`src/rtl/video_pkg.sv`:
```
// video_pkg: shared pixel, FIFO beat and controller state types for the VGA output path
//   rgb444_t : {R,G,B} 4-bit nibbles, R in the top nibble
//   beat_t   : one buffered AXI-Stream beat {tuser, tlast, data}
//   state_e  : SEEK (hunting for a start-of-frame beat) / RUN (streaming pixels)
package video_pkg;
    typedef logic [2:0][3:0] rgb444_t;
    typedef enum logic {SEEK, RUN} state_e;
    typedef struct packed {
        logic    tuser;
        logic    tlast;
        rgb444_t data;
    } beat_t;
endpackage

```
`src/rtl/sync_fifo.sv`:
```
// sync_fifo: first-word-fall-through FIFO, head of queue visible on dout while !empty
//   clk, rst  : clock, asynchronous active-high reset (empties the FIFO)
//   push, din : write a word, ignored when full
//   pop, dout : dout is the head; pop advances it, ignored when empty
//   empty     : no words held
//   full      : DEPTH words held
module sync_fifo #(
    parameter int WIDTH = 14,
    parameter int DEPTH = 16
) (
    input  logic             clk,
    input  logic             rst,
    input  logic             push,
    input  logic [WIDTH-1:0] din,
    input  logic             pop,
    output logic [WIDTH-1:0] dout,
    output logic             empty,
    output logic             full
);
    localparam int AW = $clog2(DEPTH);

    logic [WIDTH-1:0] mem_q [DEPTH];
    logic [AW:0]      wr_q, wr_d, rd_q, rd_d;
    logic             do_push, do_pop;

    // Pointers carry one extra wrap bit so full and empty are distinguishable.
    always_comb begin
        empty   = wr_q == rd_q;
        full    = (wr_q[AW] != rd_q[AW]) && (wr_q[AW-1:0] == rd_q[AW-1:0]);
        do_push = push && !full;
        do_pop  = pop && !empty;
        wr_d    = wr_q + (AW+1)'(do_push);
        rd_d    = rd_q + (AW+1)'(do_pop);
        dout    = mem_q[rd_q[AW-1:0]];
    end

    always_ff @(posedge clk or posedge rst) begin
        if (rst) begin
            wr_q <= '0;
            rd_q <= '0;
        end else begin
            wr_q <= wr_d;
            rd_q <= rd_d;
        end
    end

    always_ff @(posedge clk) begin
        if (do_push) mem_q[wr_q[AW-1:0]] <= din;
    end
endmodule

```
`src/rtl/axis_vga_out.sv`:
```
// axis_vga_out: AXI-Stream rgb444 pixels to VGA timing with frame alignment and error recovery
//   aclk, areset        : sole clock, asynchronous active-high reset
//   H_RES, V_RES        : active pixels per line / lines per frame, sampled at frame origin
//   enable              : run timing; low holds counters at (0,0) and the FIFO untouched
//   err_clr             : clears underflow and sync_err (a same-cycle set wins)
//   pix_t*              : AXI-Stream pixel input, tuser = start of frame, tlast = end of line
//   sof                 : one-cycle request for the next frame, at h=0, v=V_RES
//   vga_hsync/vga_vsync : active-low syncs, registered
//   vga_rgb             : pixel colour, registered, black outside active video and in SEEK
//   underflow, sync_err : sticky error flags
module axis_vga_out
    import video_pkg::*;
#(
    parameter int H_FP       = 16,
    parameter int H_SYNC     = 96,
    parameter int H_BP       = 48,
    parameter int V_FP       = 10,
    parameter int V_SYNC     = 2,
    parameter int V_BP       = 33,
    parameter int FIFO_DEPTH = 16
) (
    input  logic            aclk,
    input  logic            areset,
    input  logic [15:0]     H_RES,
    input  logic [15:0]     V_RES,
    input  logic            enable,
    input  logic            err_clr,
    input  logic            pix_tvalid,
    output logic            pix_tready,
    input  logic [2:0][3:0] pix_tdata,
    input  logic            pix_tlast,
    input  logic            pix_tuser,
    output logic            sof,
    output logic            vga_hsync,
    output logic            vga_vsync,
    output logic [2:0][3:0] vga_rgb,
    output logic            underflow,
    output logic            sync_err
);
    logic [15:0] h_cnt_q, h_cnt_d, v_cnt_q, v_cnt_d;
    logic [15:0] h_res_q, h_res_d, v_res_q, v_res_d, h_res, v_res;
    logic [16:0] h_tot, v_tot, h_sync_lo, v_sync_lo;
    state_e      state_q, state_d;
    rgb444_t     rgb_q, rgb_d;
    logic        hsync_q, hsync_d, vsync_q, vsync_d;
    logic        underflow_q, underflow_d, sync_err_q, sync_err_d;
    logic        at_origin, h_wrap, v_wrap, active, last_px;
    logic        run_now, pop, bad, uf_set, se_set, empty, full;
    beat_t       in_beat, head;

    assign in_beat = {pix_tuser, pix_tlast, pix_tdata};

    sync_fifo #(
        .WIDTH($bits(beat_t)),
        .DEPTH(FIFO_DEPTH)
    ) u_fifo (
        .clk  (aclk),
        .rst  (areset),
        .push (pix_tvalid && pix_tready),
        .din  (in_beat),
        .pop  (pop),
        .dout (head),
        .empty(empty),
        .full (full)
    );

    // Resolution is taken straight from the ports at the frame origin (so the first
    // frame after reset already uses them) and held in registers for the rest of it.
    assign at_origin = h_cnt_q == '0 && v_cnt_q == '0;
    assign h_res     = at_origin ? H_RES : h_res_q;
    assign v_res     = at_origin ? V_RES : v_res_q;

    always_comb begin
        h_res_d     = h_res;
        v_res_d     = v_res;
        h_tot       = {1'b0, h_res} + 17'(H_FP + H_SYNC + H_BP);
        v_tot       = {1'b0, v_res} + 17'(V_FP + V_SYNC + V_BP);
        h_sync_lo   = {1'b0, h_res} + 17'(H_FP);
        v_sync_lo   = {1'b0, v_res} + 17'(V_FP);
        h_wrap      = {1'b0, h_cnt_q} == h_tot - 17'd1;
        v_wrap      = {1'b0, v_cnt_q} == v_tot - 17'd1;
        h_cnt_d     = !enable || h_wrap ? '0 : h_cnt_q + 16'd1;
        v_cnt_d     = !enable || (h_wrap && v_wrap) ? '0 : v_cnt_q + 16'(h_wrap);
        active      = h_cnt_q < h_res && v_cnt_q < v_res;
        last_px     = {1'b0, h_cnt_q} == {1'b0, h_res} - 17'd1;
        // A held start-of-frame beat at the origin is displayed in the same cycle
        // SEEK hands over to RUN, so pixel (0,0) is never skipped.
        run_now     = enable && (state_q == RUN || (at_origin && !empty && head.tuser));
        pop         = enable && (run_now ? active && !empty : !empty && !head.tuser);
        bad         = (at_origin ? !head.tuser : head.tuser) || head.tlast != last_px;
        uf_set      = run_now && active && empty;
        se_set      = run_now && active && !empty && bad;
        state_d     = run_now && !uf_set && !se_set ? RUN : SEEK;
        rgb_d       = run_now && active && !empty && !bad ? head.data : '0;
        hsync_d     = !({1'b0, h_cnt_q} >= h_sync_lo && {1'b0, h_cnt_q} < h_sync_lo + 17'(H_SYNC));
        vsync_d     = !({1'b0, v_cnt_q} >= v_sync_lo && {1'b0, v_cnt_q} < v_sync_lo + 17'(V_SYNC));
        underflow_d = uf_set || (underflow_q && !err_clr);
        sync_err_d  = se_set || (sync_err_q && !err_clr);
    end

    always_ff @(posedge aclk or posedge areset) begin
        if (areset) begin
            h_cnt_q     <= '0;
            v_cnt_q     <= '0;
            h_res_q     <= '0;
            v_res_q     <= '0;
            state_q     <= SEEK;
            rgb_q       <= '0;
            hsync_q     <= 1'b1;
            vsync_q     <= 1'b1;
            underflow_q <= 1'b0;
            sync_err_q  <= 1'b0;
        end else begin
            h_cnt_q     <= h_cnt_d;
            v_cnt_q     <= v_cnt_d;
            h_res_q     <= h_res_d;
            v_res_q     <= v_res_d;
            state_q     <= state_d;
            rgb_q       <= rgb_d;
            hsync_q     <= hsync_d;
            vsync_q     <= vsync_d;
            underflow_q <= underflow_d;
            sync_err_q  <= sync_err_d;
        end
    end

    assign pix_tready = !full && !areset;
    assign sof        = !areset && enable && h_cnt_q == '0 && v_cnt_q == v_res;
    assign vga_hsync  = hsync_q;
    assign vga_vsync  = vsync_q;
    assign vga_rgb    = rgb_q;
    assign underflow  = underflow_q;
    assign sync_err   = sync_err_q;
endmodule
```
`config.mk`:
```
export PLATFORM = sky130hd
export DESIGN_NAME = axis_vga_out
export DESIGN_NICKNAME = d
export VERILOG_FILES = /design/src/rtl/video_pkg.sv /design/src/rtl/sync_fifo.sv /design/src/rtl/axis_vga_out.sv
export SDC_FILE = /design/constraint.sdc
export NUM_CORES = 1
export LEC_CHECK = 0
export CAP_MARGIN = 20
export CORE_ASPECT_RATIO = 1.75
export CORE_MARGIN = 8
export CORE_UTILIZATION = 55
export CTS_CLUSTER_DIAMETER = 120
export DETAILED_ROUTE_END_ITERATION = 10
export PLACE_DENSITY_LB_ADDON = 0.3
export SYNTH_ARGS = -nofsm -noshare
export SYNTH_HDL_FRONTEND = slang
export SYNTH_SLANG_ARGS = --single-unit
```
`constraint.sdc`:
```
create_clock -name aclk -period 7.5 [get_ports aclk]
set_input_delay 0.75 -clock aclk [delete_from_list [all_inputs] [get_ports aclk]]
set_output_delay 0.75 -clock aclk [all_outputs]
set_load 0.01 [all_outputs]
```
==> key figures, run 1 <==
Global route
  • Largest net degree at the start of global routing: 51
  • Global-route wire length before repair: 81500 um
  • Vias in the first global route: 13900
  • Total Routing Usage GR: 26.5%
  • Grt ovf: 0
  • Initial antenna violation count: 0

Clocking
  • Clock sinks: 315
  • Hold Buf Count CTS: 0
  • Post-CTS setup buffers: 0
  • Root buffer cell: clkbuf_16
  • Clock transition at path regs: 0.07 ns
  • Clk_lat worst skew: 0.56 ns
  • Max clock buf depth: 3
  • CTS tree: done
  • H-tree depth: 1
  • Resized cells post-CTS: 0
  • Num CTS Buffers: 29

Setup path
  • CP Max Fanout: 22
  • Crit-path slowest cell: nor3b_1
  • R2R Path End: v_cnt_q[15]$_DFF_PP0_
  • Setup crit end: v_cnt_q[15]$_DFF_PP0_
  • Worst setup SP type: flop
  • Critical path class: reg2reg
  • Reg2Reg Depth: 21
  • Crit path cell chain: nor3_1 > and4_1 > nand3_4 > mux2i_1 > ha_1 > nor3b_1 > o21bai_1 > a21oi_1 > mux2i_1 > a211oi_1 > a41oi_1 > or4_1 > nor4_1 > ha_1 > nand4_1 > nor2_1 > and3_1 > nand4_1 > xnor2_1 > nand2_1 > nor2_1
  • Worst setup EP type: flop
  • Worst setup startpoint: h_cnt_q[13]$_DFF_PP0_
  • Crit path required time: 8.00 ns
  • CP arrival: 7.08 ns
  • R2r setup slk: 0.92 ns
  • RR Startpoint: h_cnt_q[13]$_DFF_PP0_
  • Worst stage delay on the critical path: 0.56 ns

Pwr
  • Static Leak: 7.89 nW
  • Sequential power share: 40.1%
  • Clk pwr share: 26.6%
  • Switching part of the total: 33.4%
  • Internal: 3.69 mW
  • Design Power: 5.53 mW
  • Psw: 1.85 mW
  • Total power per unit cell area: 267 mW/mm2
  • Comb pwr share: 33.3%
  • Worst IR Drop VDD: 0.000288 V

Timing
  • F_max: 152 MHz
  • Layout Skew: 0.0200 ns
  • Pins Over Slew Limit: 0
  • RSZ-0062 raised after global routing: false
  • Final setup TNS: 0 ns
  • Final min period: 6.58 ns
  • Endpoints failing hold: 0
  • Max-slew headroom: 26.3%
  • Final number of setup-violating endpoints: 0
  • Post-route clock period utilization: 87.7%
  • Actual slew at the worst max-slew pin: 1.10 ns

Floorplan
  • Die Height: 259 um
  • Ports: 69
  • Row cnt: 89
  • Core footprint: 0.0335 mm2
  • Die area: 0.0402 mm2
  • Initial Util: 55.5%
  • Die W: 155 um

Synthesis
  • Synthesized cell area: 0.0186 mm2
  • Syn Area/Cell: 11.8 um2
  • Sequential share of the synthesized area: 48.5%
  • Number of synthesized flops with an enable pin: 224
  • Ys flop type: edfxtp_1
  • Mapped Cells: 1577
  • Syn nets: 1724
  • FF+latch count, synth: 315
  • Ys async rst share: 28.9%
  • Yosys cell types: 88
  • Syn. warnings: 0

Final layout
  • Syn-to-layout area delta: 11.3%
  • Share of cells above drive strength 1: 12.6%
  • Multi-input logic area: 0.00893 mm2
  • Fill cells: 2614
  • Reg area: 0.00901 mm2
  • Nets: 1779
  • Number of diodes: 0

Job
  • Max_cap viols: 0

Route
  • WL/cell: 25.1 um
  • Routed vias: 13700
  • Via/cell ratio: 6.47
  • Remaining DRCs: 0
  • Antenna Nets Post-Route: 0
  • Routed wire length: 53000 um
  • Violation count after the first detailed-routing iteration: 1198
  • Drt first pass iters: 5

Placed design
  • Dpl hpwl: 37900 um
  • GPL Wtd Cong: 1.00
  • I/O Buffers: 68

Status
  • Status: finished, final reports clean

Hold path
  • Worst Hold Class: reg2reg
==> cell type report <==
type	instances	area share [%]
Inverter	74	1.35
Clock buffer	37	3.75
Tap cell	455	2.75
Clock inverter	16	0.780
Timing Repair Buffer	107	4.69
Sequential cell	315	43.5
Multi-Input combinational cell	1105	43.1
==> cells by family after synthesis <==
| family | share of synthesized area, % |
|---|---|
| AO/OA/AOI/OAI | 10.9 |
| XOR/XNOR | 5.61 |
| adder cells (fa/ha/maj) | 6.52 |
| buffers and inverters | 3.65 |
| flip-flops | 48.5 |
| multiplexers | 10.4 |
| AND/OR/NAND/NOR | 14.6 |
==> flip-flops by register name, summed over array words and instances (netlist names) <==
name	cells
u_fifo.wr_q	5
v_cnt_q	16
state_q	1
h_res_q	16
u_fifo.rd_q	5
vga_rgb	12
vga_vsync	1
underflow	1
u_fifo.mem_q	224
sync_err	1
vga_hsync	1
h_cnt_q	16
v_res_q	16
==> cells in the final DEF, fill, tap and decap left out, types with 17 or more instances in the layout <==
cell / count
dfrtp_1: 87
mux4_2: 70
xnor2_1: 79
a31oi_1: 24
a21oi_1: 35
nor4_1: 33
o21ai_0: 40
buf_4: 38
ha_1: 96
mux2i_1: 26
xor2_1: 40
edfxtp_1: 224
clkdlybuf4s50_1: 68
inv_1: 72
nand2_1: 117
nand4_1: 42
nand3_1: 44
and3_1: 20
a21boi_0: 17
a21o_1: 19
nor3_1: 20
nand2b_1: 23
clkbuf_16: 29
o211ai_1: 17
nor2_1: 94
==> power groups by stage <==
stage / Clock [mW] / Combinational [mW] / Sequential, mW
CTS: 1.50 / 1.85 / 2.21
global route: 1.56 / 2.00 / 2.24
global placement: 0 / 1.81 / 2.24
detailed placement: 0 / 1.83 / 2.25
finish: 1.47 / 1.84 / 2.22
floorplan: 0 / 1.42 / 2.12
==> worst min-delay path by stage <==
stage / startpoint / cells after the start / slack [ns] / to
floorplan: v_res_q[0]$_DFF_PP0_ / 2 / 0.44 / v_res_q[0]$_DFF_PP0_
global placement: u_fifo.wr_q[4]$_DFF_PP0_ / 1 / 0.48 / u_fifo.wr_q[4]$_DFF_PP0_
detailed placement: u_fifo.rd_q[4]$_DFF_PP0_ / 1 / 0.49 / u_fifo.rd_q[4]$_DFF_PP0_
CTS: u_fifo.rd_q[4]$_DFF_PP0_ / 1 / 0.50 / u_fifo.rd_q[4]$_DFF_PP0_
global route: u_fifo.rd_q[4]$_DFF_PP0_ / 1 / 0.51 / u_fifo.rd_q[4]$_DFF_PP0_
finish: u_fifo.wr_q[4]$_DFF_PP0_ / 1 / 0.50 / u_fifo.wr_q[4]$_DFF_PP0_
==> layer usage <==
layer	share of wire, %	wire (um)	track usage, %
met4	5.5	2930	13.6
met2	52	27700	48.1
met1	36	19000	29.9
met5	0	0	0
met3	6.2	3300	3.38
==> critical path: cells and delay by family, from the launching register on <==
| kind | cells | cell delay, ns |
|---|---|---|
| flip-flops | 1 | 0.49 |
| multiplexers | 2 | 0.49 |
| AO/OA/AOI/OAI | 4 | 0.74 |
| XOR/XNOR | 1 | 0.18 |
| adder cells (fa/ha/maj) | 2 | 0.59 |
| AND/OR/NAND/NOR | 12 | 4.00 |
==> synthesized netlist by cell type, types with 42 or more instances <==
cell type / count / area (um2)
edfxtp_1: 224 / 6730
nand3_1: 44 / 220
nor2_1: 94 / 353
nand4_1: 42 / 263
dfrtp_1: 89 / 2230
ha_1: 96 / 1200
inv_1: 73 / 274
mux4_2: 70 / 1580
nand2_1: 117 / 439
xnor2_1: 79 / 692
==> metrics by stage <==
step | setup slack, ns | cells | util (%) | instance area, um2 | hold slack (ns)
after floorplan | 1.66 | 1577 | - | 18600 | 0.444
after global placement | 1.09 | 2055 | 58.9 | 19800 | 0.480
after detailed placement | 1.07 | 2055 | 58.9 | 19800 | 0.487
after CTS | 0.939 | 2108 | 61.7 | 20700 | 0.499
after global routing | 0.483 | 2109 | 61.7 | 20700 | 0.514
final | 0.921 | 2109 | 61.7 | 20700 | 0.501
Power figures use the tool's default switching activity.
==> inputs of run 2 (changes only) <==
--- a/config.mk
+++ b/config.mk
@@ -11,7 +11,9 @@
 export CORE_UTILIZATION = 55
 export CTS_CLUSTER_DIAMETER = 120
 export DETAILED_ROUTE_END_ITERATION = 10
+export HOLD_SLACK_MARGIN = 0.05
 export PLACE_DENSITY_LB_ADDON = 0.3
 export SYNTH_ARGS = -nofsm -noshare
 export SYNTH_HDL_FRONTEND = slang
+export SYNTH_HIERARCHICAL = 1
 export SYNTH_SLANG_ARGS = --single-unit
==> run 2 against run 1 <==
Clock power rose by 5%. Synthesized area up 1.2%. Sequential share of layout area fell by 0.56 points. Total power is 4.7% higher. Maximum frequency up 5.9%. Worst hold slack gained 0.022 ns. Clock skew barely moved. Register-to-register slack improved by 0.37 ns.
==> key figures, run 2 <==
Route
  • Routed wire length: 54500 um (was 53000 um)
  • Remaining DRCs: 0 (unchanged)
  • Antenna Nets Post-Route: 0 (unchanged)
  • Violation count after the first detailed-routing iteration: 1095 (was 1198)
  • WL/cell: 25.4 um (was 25.1 um)
  • Via/cell ratio: 6.53 (was 6.47)
  • Drt first pass iters: 6 (was 5)
  • Routed vias: 14000 (was 13700)

Synthesis
  • Largest cells by area after synthesis: edfxtp_1 (36%), dfrtp_1 (12%), ha_1 (6.4%) (was edfxtp_1 (36%), dfrtp_1 (12%), mux4_2 (8.5%))
  • Post-synth top area share: 35.8% (was 36.2%)
  • Synthesized cell area: 0.0188 mm2 (was 0.0186 mm2)
  • Syn. warnings: 6 (was 0)
  • Ys async rst share: 28.9% (unchanged)
  • Most common cell in the synthesized netlist: edfxtp_1 (unchanged)
  • Ys flop type: edfxtp_1 (unchanged)
  • Mapped Cells: 1622 (was 1577)
  • Yosys cell types: 96 (was 88)
  • Top post-synthesis cells by count: edfxtp_1 (224), ha_1 (96), xnor2_1 (94) (was edfxtp_1 (224), nand2_1 (117), ha_1 (96))
  • Sequential share of the synthesized area: 47.9% (was 48.5%)
  • Number of synthesized flops with an enable pin: 224 (unchanged)
  • FF+latch count, synth: 315 (unchanged)
  • Syn Area/Cell: 11.6 um2 (was 11.8 um2)
  • Cell taking the most area after synthesis: edfxtp_1 (unchanged)
  • Syn nets: 1769 (was 1724)

Final layout
  • Number of diodes: 0 (unchanged)
  • Flip-flop count of the largest register after layout: 224 (unchanged)
  • Highest-count cells in the layout ignoring fill and taps: edfxtp_1 (224), ha_1 (96), xnor2_1 (94), dfrtp_1 (87), nand2_1 (82) (was edfxtp_1 (224), nand2_1 (117), ha_1 (96), nor2_1 (94), dfrtp_1 (87))
  • Commonest non-fill, non-tap cell in the layout: edfxtp_1 (unchanged)
  • Share of cells above drive strength 1: 9.99% (was 12.6%)
  • Multi-input logic area: 0.00907 mm2 (was 0.00893 mm2)
  • Reg area: 0.00901 mm2 (unchanged)
  • Nets: 1815 (was 1779)
  • Fill cells: 2693 (was 2614)
  • Syn-to-layout area delta: 11.5% (was 11.3%)

Clocking
  • Resized cells post-CTS: 0 (unchanged)
  • Hold Buf Count CTS: 0 (unchanged)
  • Clk_lat worst skew: 0.58 ns (was 0.56 ns)
  • Clock transition at path regs: 0.07 ns (about the same)
  • Num CTS Buffers: 29 (unchanged)
  • Clock sinks: 315 (unchanged)
  • Root buffer cell: clkbuf_16 (unchanged)
  • H-tree depth: 1 (unchanged)
  • Post-CTS setup buffers: 0 (unchanged)
  • CTS tree: done (unchanged)
  • Max clock buf depth: 3 (unchanged)

Setup path
  • CP arrival: 6.69 ns (was 7.08 ns)
  • Crit-path slowest cell: dfrtp_1 (was nor3b_1)
  • Worst stage delay on the critical path: 0.63 ns (was 0.56 ns)
  • Worst setup EP type: flop (unchanged)
  • R2R Path End: v_cnt_q[15]$_DFF_PP0_ (unchanged)
  • Crit path required time: 7.98 ns (was 8.00 ns)
  • R2r setup slk: 1.29 ns (was 0.92 ns)
  • RR Startpoint: h_cnt_q[13]$_DFF_PP0_ (unchanged)
  • Crit path cell chain: nor4_2 > and4_1 > nand2_4 > mux2i_1 > ha_1 > nor3b_1 > o31a_1 > o21bai_1 > a22o_1 > or2_2 > a221oi_1 > nand4_1 > nor3_2 > ha_1 > and4_1 > and3_1 > nand4_1 > xor2_1 > a211oi_1 (was nor3_1 > and4_1 > nand3_4 > mux2i_1 > ha_1 > nor3b_1 > o21bai_1 > a21oi_1 > mux2i_1 > a211oi_1 > a41oi_1 > or4_1 > nor4_1 > ha_1 > nand4_1 > nor2_1 > and3_1 > nand4_1 > xnor2_1 > nand2_1 > nor2_1)
  • Reg2Reg Depth: 19 (was 21)
  • Worst setup SP type: flop (unchanged)
  • Critical path class: reg2reg (unchanged)
  • CP Max Fanout: 23 (was 22)

Placed design
  • Dpl ws: 1.31 ns (was 1.07 ns)
  • I/O Buffers: 68 (unchanged)
  • GPL Wtd Cong: 0.972 (was 1.00)
  • Dpl hpwl: 39000 um (was 37900 um)

Hold path
  • Min-delay src: u_fifo/rd_q[4]$_DFF_PP0_ (was u_fifo.wr_q[4]$_DFF_PP0_)
  • Worst Hold Class: reg2reg (unchanged)
  • Hold endpoint: u_fifo/rd_q[4]$_DFF_PP0_ (was u_fifo.wr_q[4]$_DFF_PP0_)
  • Hold Path Depth: 1 (unchanged)

Status
  • Status: finished, final reports clean (unchanged)

Pwr
  • Static Leak: 7.82 nW (was 7.89 nW)
  • Design Power: 5.79 mW (was 5.53 mW)
  • Total power per unit cell area: 276 mW/mm2 (was 267 mW/mm2)
  • Worst IR Drop VDD: 0.000253 V (was 0.000288 V)

Floorplan
  • Die Height: 261 um (was 259 um)
  • Die area: 0.0406 mm2 (was 0.0402 mm2)
  • Ports: 69 (unchanged)
  • Core footprint: 0.0337 mm2 (was 0.0335 mm2)
  • Die W: 156 um (was 155 um)
  • Initial Util: 55.7% (was 55.5%)
  • Row cnt: 89 (unchanged)

Timing
  • Actual slew at the worst max-slew pin: 1.12 ns (was 1.10 ns)
  • Post-route clock period utilization: 82.8% (was 87.7%)
  • Max-slew headroom: 24.7% (was 26.3%)
  • Final number of setup-violating endpoints: 0 (unchanged)
  • Final min period: 6.21 ns (was 6.58 ns)
  • Pins Over Slew Limit: 0 (unchanged)
  • F_max: 161 MHz (was 152 MHz)
  • Final worst slack: 1.29 ns (was 0.921 ns)
  • Layout Skew: 0.0204 ns (was 0.0200 ns)
  • Endpoints failing hold: 0 (unchanged)
  • Final setup TNS: 0 ns (unchanged)
  • RSZ-0062 raised after global routing: false (unchanged)

Global route
  • Global-route wire length before repair: 84000 um (was 81500 um)
  • Initial antenna violation count: 2 (was 0)
  • Grt ovf: 0 (unchanged)
  • Largest net degree at the start of global routing: 69 (was 51)
  • Vias in the first global route: 14300 (was 13900)
  • Total Routing Usage GR: 27.1% (was 26.5%)

Job
  • Max_cap viols: 0 (unchanged)
[run 2: changes by cell type in the layout (fill, tap and decap cells not counted), moves of 15 or more]
cell	change
mux4_2	-49
nand2_1	-35
mux2i_1	+33
nor2_1	-28
nor3_1	+24
mux4_1	+21
a22oi_1	+18
a211oi_1	+15
nand4_1	-15
nor3b_1	+15
nor4_1	-15
o21ai_1	+15
xnor2_1	+15
[run 2: worst max path at each step]
stage / slack (ns) / startpoint / to
global route: 0.65 / h_cnt_q[0]$_DFF_PP0_ / v_cnt_q[15]$_DFF_PP0_
detailed placement: 1.31 / h_cnt_q[13]$_DFF_PP0_ / v_cnt_q[15]$_DFF_PP0_
finish: 1.29 / h_cnt_q[13]$_DFF_PP0_ / v_cnt_q[15]$_DFF_PP0_
global placement: 1.47 / h_cnt_q[13]$_DFF_PP0_ / v_cnt_q[15]$_DFF_PP0_
floorplan: 1.35 / h_cnt_q[1]$_DFF_PP0_ / v_cnt_q[15]$_DFF_PP0_
CTS: 1.26 / h_cnt_q[13]$_DFF_PP0_ / v_cnt_q[15]$_DFF_PP0_
[run 2: kinds of logic after synthesis]
kind of cell,Yosys count,synth area share [%]
AND/OR/NAND/NOR,462,13.7
adder cells (fa/ha/maj),98,6.49
buffers and inverters,177,4.33
XOR/XNOR,133,6.20
AO/OA/AOI/OAI,328,12.2
multiplexers,109,9.16
flip-flops,315,47.9
[run 2: area by class of cell]
cell class,count,share of cell area (%)
Sequential cell,315,43.0
Inverter,79,1.43
Clock buffer,34,3.60
Timing Repair Buffer,113,4.88
Multi-Input combinational cell,1130,43.3
Tap cell,455,2.72
Clock inverter,20,1.15
[run 2: critical path: cells and delay by family, from the launching register on]
kind | cells | cell delay, ns
adders and majority gates | 2 | 0.71
xor gates and xnor gates | 1 | 0.17
and+or+nand+nor | 10 | 3.16
muxes | 1 | 0.34
DFF | 1 | 0.63
AOI/OAI and AO/OA | 5 | 1.09
[run 2: through the flow]
step / util (%) / cell area (um2) / cells / hold WS, ns
finish: 62.1 / 21000 / 2146 / 0.524
global placement: 59.2 / 20000 / 2091 / 0.483
floorplan: - / 18800 / 1622 / 0.444
global route: 62.1 / 21000 / 2146 / 0.537
CTS: 62.1 / 21000 / 2146 / 0.525
detailed placement: 59.2 / 20000 / 2092 / 0.489
[run 2: metal layers]
layer | share of wire, % | wire [um] | global-route usage, % | vias to the layer above
met4 | 5.1 | 2790 | 13.2 | 4
met3 | 5.4 | 2960 | 3.59 | 179
li1 | - | - | - | 6318
met2 | 53 | 29000 | 50.0 | 574
met5 | 0.042 | 23 | 0 | -
met1 | 36 | 19700 | 30.0 | 6945
[run 2: report_power, final]
part,internal [mW],switching (mW)
Combinational,0.835,1.16
Sequential,2.02,0.222
Clock,0.872,0.680
==> inputs of run 3 (changes only) <==
==> constraint.sdc (replaced) <==
create_clock -name aclk -period 6.2 [get_ports aclk]
set_input_delay 0.62 -clock aclk [delete_from_list [all_inputs] [get_ports aclk]]
set_output_delay 0.62 -clock aclk [all_outputs]
set_load 0.01 [all_outputs]
==> run 3 against run 2 <==
Combinational power rose by 19%. Critical path depth rose by 2. Final cell count rose by 1.2%. Non-clock buffer count rose by 25. Highest routed layer unchanged. Sequential share of layout area fell by 0.39 points. Via count rose by 0.57%. Critical path type unchanged. Largest power group unchanged. Routed wire length fell by 3.2%. Total power rose by 20%. Core utilization rose by 0.57 points. Maximum frequency rose by 8.0%. Register-to-register slack got worse by 0.84 ns. Final area rose by 0.91%.
==> key figures, run 3 (same netlist as run 2, synthesis figures left out) <==
Final layout
  • Number of diodes: 0 (unchanged)
  • Highest-count cells in the layout ignoring fill and taps: edfxtp_1 (224), ha_1 (96), xnor2_1 (94), dfrtp_1 (87), nand2_1 (82) (unchanged)
  • Nets: 1841 (was 1815)
  • Fill cells: 2660 (was 2693)
  • Final core utilization: 62.7% (was 62.1%)
  • Syn-to-layout area delta: 12.5% (was 11.5%)
  • Final Cell Area: 0.0212 mm2 (was 0.0210 mm2)
  • Fin cells: 2171 (was 2146)
  • Flip-flop count of the largest register after layout: 224 (unchanged)
  • Share of cells above drive strength 1: 11.4% (was 9.99%)
  • Commonest non-fill, non-tap cell in the layout: edfxtp_1 (unchanged)

Clocking
  • Clk_lat worst skew: 0.57 ns (was 0.58 ns)
  • Resized cells post-CTS: 0 (unchanged)
  • H-tree depth: 1 (unchanged)
  • Hold Buf Count CTS: 0 (unchanged)
  • Clock sinks: 315 (unchanged)
  • Max clock buf depth: 3 (unchanged)
  • Post-CTS setup buffers: 0 (unchanged)
  • Root buffer cell: clkbuf_16 (unchanged)
  • Num CTS Buffers: 30 (was 29)
  • CTS tree: done (unchanged)
  • Clock transition at path regs: 0.07 ns (about the same)

Timing
  • Hold WS: 0.491 ns (was 0.524 ns)
  • Endpoints failing hold: 0 (unchanged)
  • Max-slew headroom: 31.9% (was 24.7%)
  • Final min period: 5.75 ns (was 6.21 ns)
  • Final number of setup-violating endpoints: 0 (unchanged)
  • Final worst slack: 0.447 ns (was 1.29 ns)
  • F_max: 174 MHz (was 161 MHz)
  • Pins Over Slew Limit: 0 (unchanged)
  • Post-route clock period utilization: 92.8% (was 82.8%)
  • Layout Skew: 0.0133 ns (was 0.0204 ns)
  • RSZ-0062 raised after global routing: false (unchanged)
  • Final setup TNS: 0 ns (unchanged)
  • Actual slew at the worst max-slew pin: 1.02 ns (was 1.12 ns)

Placed design
  • Dpl ws: 0.499 ns (was 1.31 ns)
  • Dpl hpwl: 37600 um (was 39000 um)
  • I/O Buffers: 68 (unchanged)
  • Placed Cells: 2116 (was 2092)
  • Placed Area: 0.0201 mm2 (was 0.0200 mm2)
  • GPL Wtd Cong: 0.955 (was 0.972)

Job
  • Max_cap viols: 0 (unchanged)

Pwr
  • Design Power: 6.94 mW (was 5.79 mW)
  • Static Leak: 7.96 nW (was 7.82 nW)
  • Total power per unit cell area: 328 mW/mm2 (was 276 mW/mm2)
  • Worst IR Drop VDD: 0.000283 V (was 0.000253 V)

Route
  • DR WL met3: 2900 um (was 2960 um)
  • Drt first pass iters: 5 (was 6)
  • Routed wire length: 52800 um (was 54500 um)
  • DRT met1 WL: 18800 um (was 19700 um)
  • Via/cell ratio: 6.49 (was 6.53)
  • Violation count after the first detailed-routing iteration: 1004 (was 1095)
  • Routed wl met2: 27500 um (was 29000 um)
  • WL/cell: 24.3 um (was 25.4 um)
  • Top routing layer in use: met5 (unchanged)
  • Remaining DRCs: 0 (unchanged)
  • Routed vias: 14100 (was 14000)
  • Antenna Nets Post-Route: 0 (unchanged)

Status
  • Status: finished, final reports clean (unchanged)

Global route
  • Total Routing Usage GR: 26.4% (was 27.1%)
  • Grt ovf: 0 (unchanged)
  • Global-route wire length before repair: 82700 um (was 84000 um)
  • Initial antenna violation count: 1 (was 2)
  • Largest net degree at the start of global routing: 66 (was 69)
  • Vias in the first global route: 14700 (was 14300)

Setup path
  • Most used cell, CP: ha_1
  • Worst stage delay on the critical path: 0.45 ns (was 0.63 ns)
  • Critical path class: reg2reg (unchanged)
  • R2R Path End: v_cnt_q[15]$_DFF_PP0_ (unchanged)
  • Crit path required time: 6.67 ns (was 7.98 ns)
  • R2r setup slk: 0.45 ns (was 1.29 ns)
  • Reg2Reg Depth: 21 (was 19)
  • Crit path cell chain: inv_1 > ha_1 > nor3b_1 > and4_1 > nand2_4 > mux2i_1 > ha_1 > nor3b_1 > o31a_1 > o21bai_1 > a22o_1 > or2_2 > a221oi_1 > nand4_1 > nor3_2 > ha_1 > and4_1 > and3_1 > nand4_1 > xor2_1 > a211oi_1 (was nor4_2 > and4_1 > nand2_4 > mux2i_1 > ha_1 > nor3b_1 > o31a_1 > o21bai_1 > a22o_1 > or2_2 > a221oi_1 > nand4_1 > nor3_2 > ha_1 > and4_1 > and3_1 > nand4_1 > xor2_1 > a211oi_1)
  • Family with the most delay on the worst path: simple AND/OR/NAND/NOR gates (unchanged)
  • CP Max Fanout: 9 (was 23)
  • WP buf/inv: 1 (was 0)
  • Worst setup SP type: flop (unchanged)
  • Worst setup EP type: flop (unchanged)
  • Crit-path slowest cell: nor3_2 (was dfrtp_1)
  • RR Startpoint: h_cnt_q[0]$_DFF_PP0_ (was h_cnt_q[13]$_DFF_PP0_)
  • CP arrival: 6.23 ns (was 6.69 ns)

Floorplan
  • Die area: 0.0406 mm2 (unchanged)
  • Core footprint: 0.0337 mm2 (unchanged)
  • Row cnt: 89 (unchanged)
  • Initial Util: 55.7% (unchanged)
  • Die W: 156 um (unchanged)
  • Die Height: 261 um (unchanged)
  • Ports: 69 (unchanged)

Hold path
  • Min-delay src: v_res_q[0]$_DFF_PP0_ (was u_fifo/rd_q[4]$_DFF_PP0_)
  • Worst Hold Class: reg2reg (unchanged)
  • Hold Path Depth: 2 (was 1)
  • Hold endpoint: v_res_q[0]$_DFF_PP0_ (was u_fifo/rd_q[4]$_DFF_PP0_)
[run 3: cell count changes in the layout (fill, tap and decap cells not counted), sizes merged]
cell	change
buf	+25
clkbuf	+2
clkinv	-1
clkinvlp	+2
inv	-2
bufinv	-1
[run 3: area by class of cell]
| class | instances | area [um2] | share of cell area [%] |
|---|---|---|---|
| inverter | 79 | 299 | 1.41 |
| timing repair buffer | 138 | 1200 | 5.69 |
| clock buffer | 36 | 815 | 3.85 |
| sequential | 315 | 9010 | 42.6 |
| multi-input combinational | 1130 | 9070 | 42.9 |
| tap | 455 | 569 | 2.69 |
| clock inverter | 18 | 190 | 0.899 |
[run 3: worst max path at each step]
stage,endpoint,start,slack [ns],depth (start not counted)
4_1_cts,v_cnt_q[15]$_DFF_PP0_,v_cnt_q[2]$_DFF_PP0_,0.45,19
5_1_grt,v_cnt_q[15]$_DFF_PP0_,h_cnt_q[0]$_DFF_PP0_,0.02,21
2_1_floorplan,v_cnt_q[15]$_DFF_PP0_,h_cnt_q[1]$_DFF_PP0_,0.05,29
3_3_place_gp,v_cnt_q[15]$_DFF_PP0_,v_cnt_q[1]$_DFF_PP0_,0.67,19
3_5_place_dp,v_cnt_q[15]$_DFF_PP0_,v_cnt_q[1]$_DFF_PP0_,0.50,19
6_report,v_cnt_q[15]$_DFF_PP0_,h_cnt_q[0]$_DFF_PP0_,0.45,21
[run 3: routing by layer]
metal  vias to the layer above  GRT usage, %
met1                      6960          29.1
met3                       201          3.38
li1                       6355             -
met4                         2          16.5
met5                         -             0
met2                       582          47.5
[run 3: worst register-to-register path, cell delays in order, from the launching register on]
cell and delay (ns):
dfrtp_1 0.42, inv_1 0.11, ha_1 0.20, nor3b_1 0.33, and4_1 0.30, nand2_4 0.13
mux2i_1 0.28, ha_1 0.40, nor3b_1 0.30, o31a_1 0.22, o21bai_1 0.14, a22o_1 0.25
or2_2 0.27, a221oi_1 0.29, nand4_1 0.21, nor3_2 0.45, ha_1 0.29, and4_1 0.29
and3_1 0.29, nand4_1 0.13, xor2_1 0.16, a211oi_1 0.20
[run 3: power by group]
part	internal, mW	switching [mW]	total, mW
sequential	2.44	0.265	2.71
combinational	1.02	1.35	2.37
clock	1.07	0.800	1.87
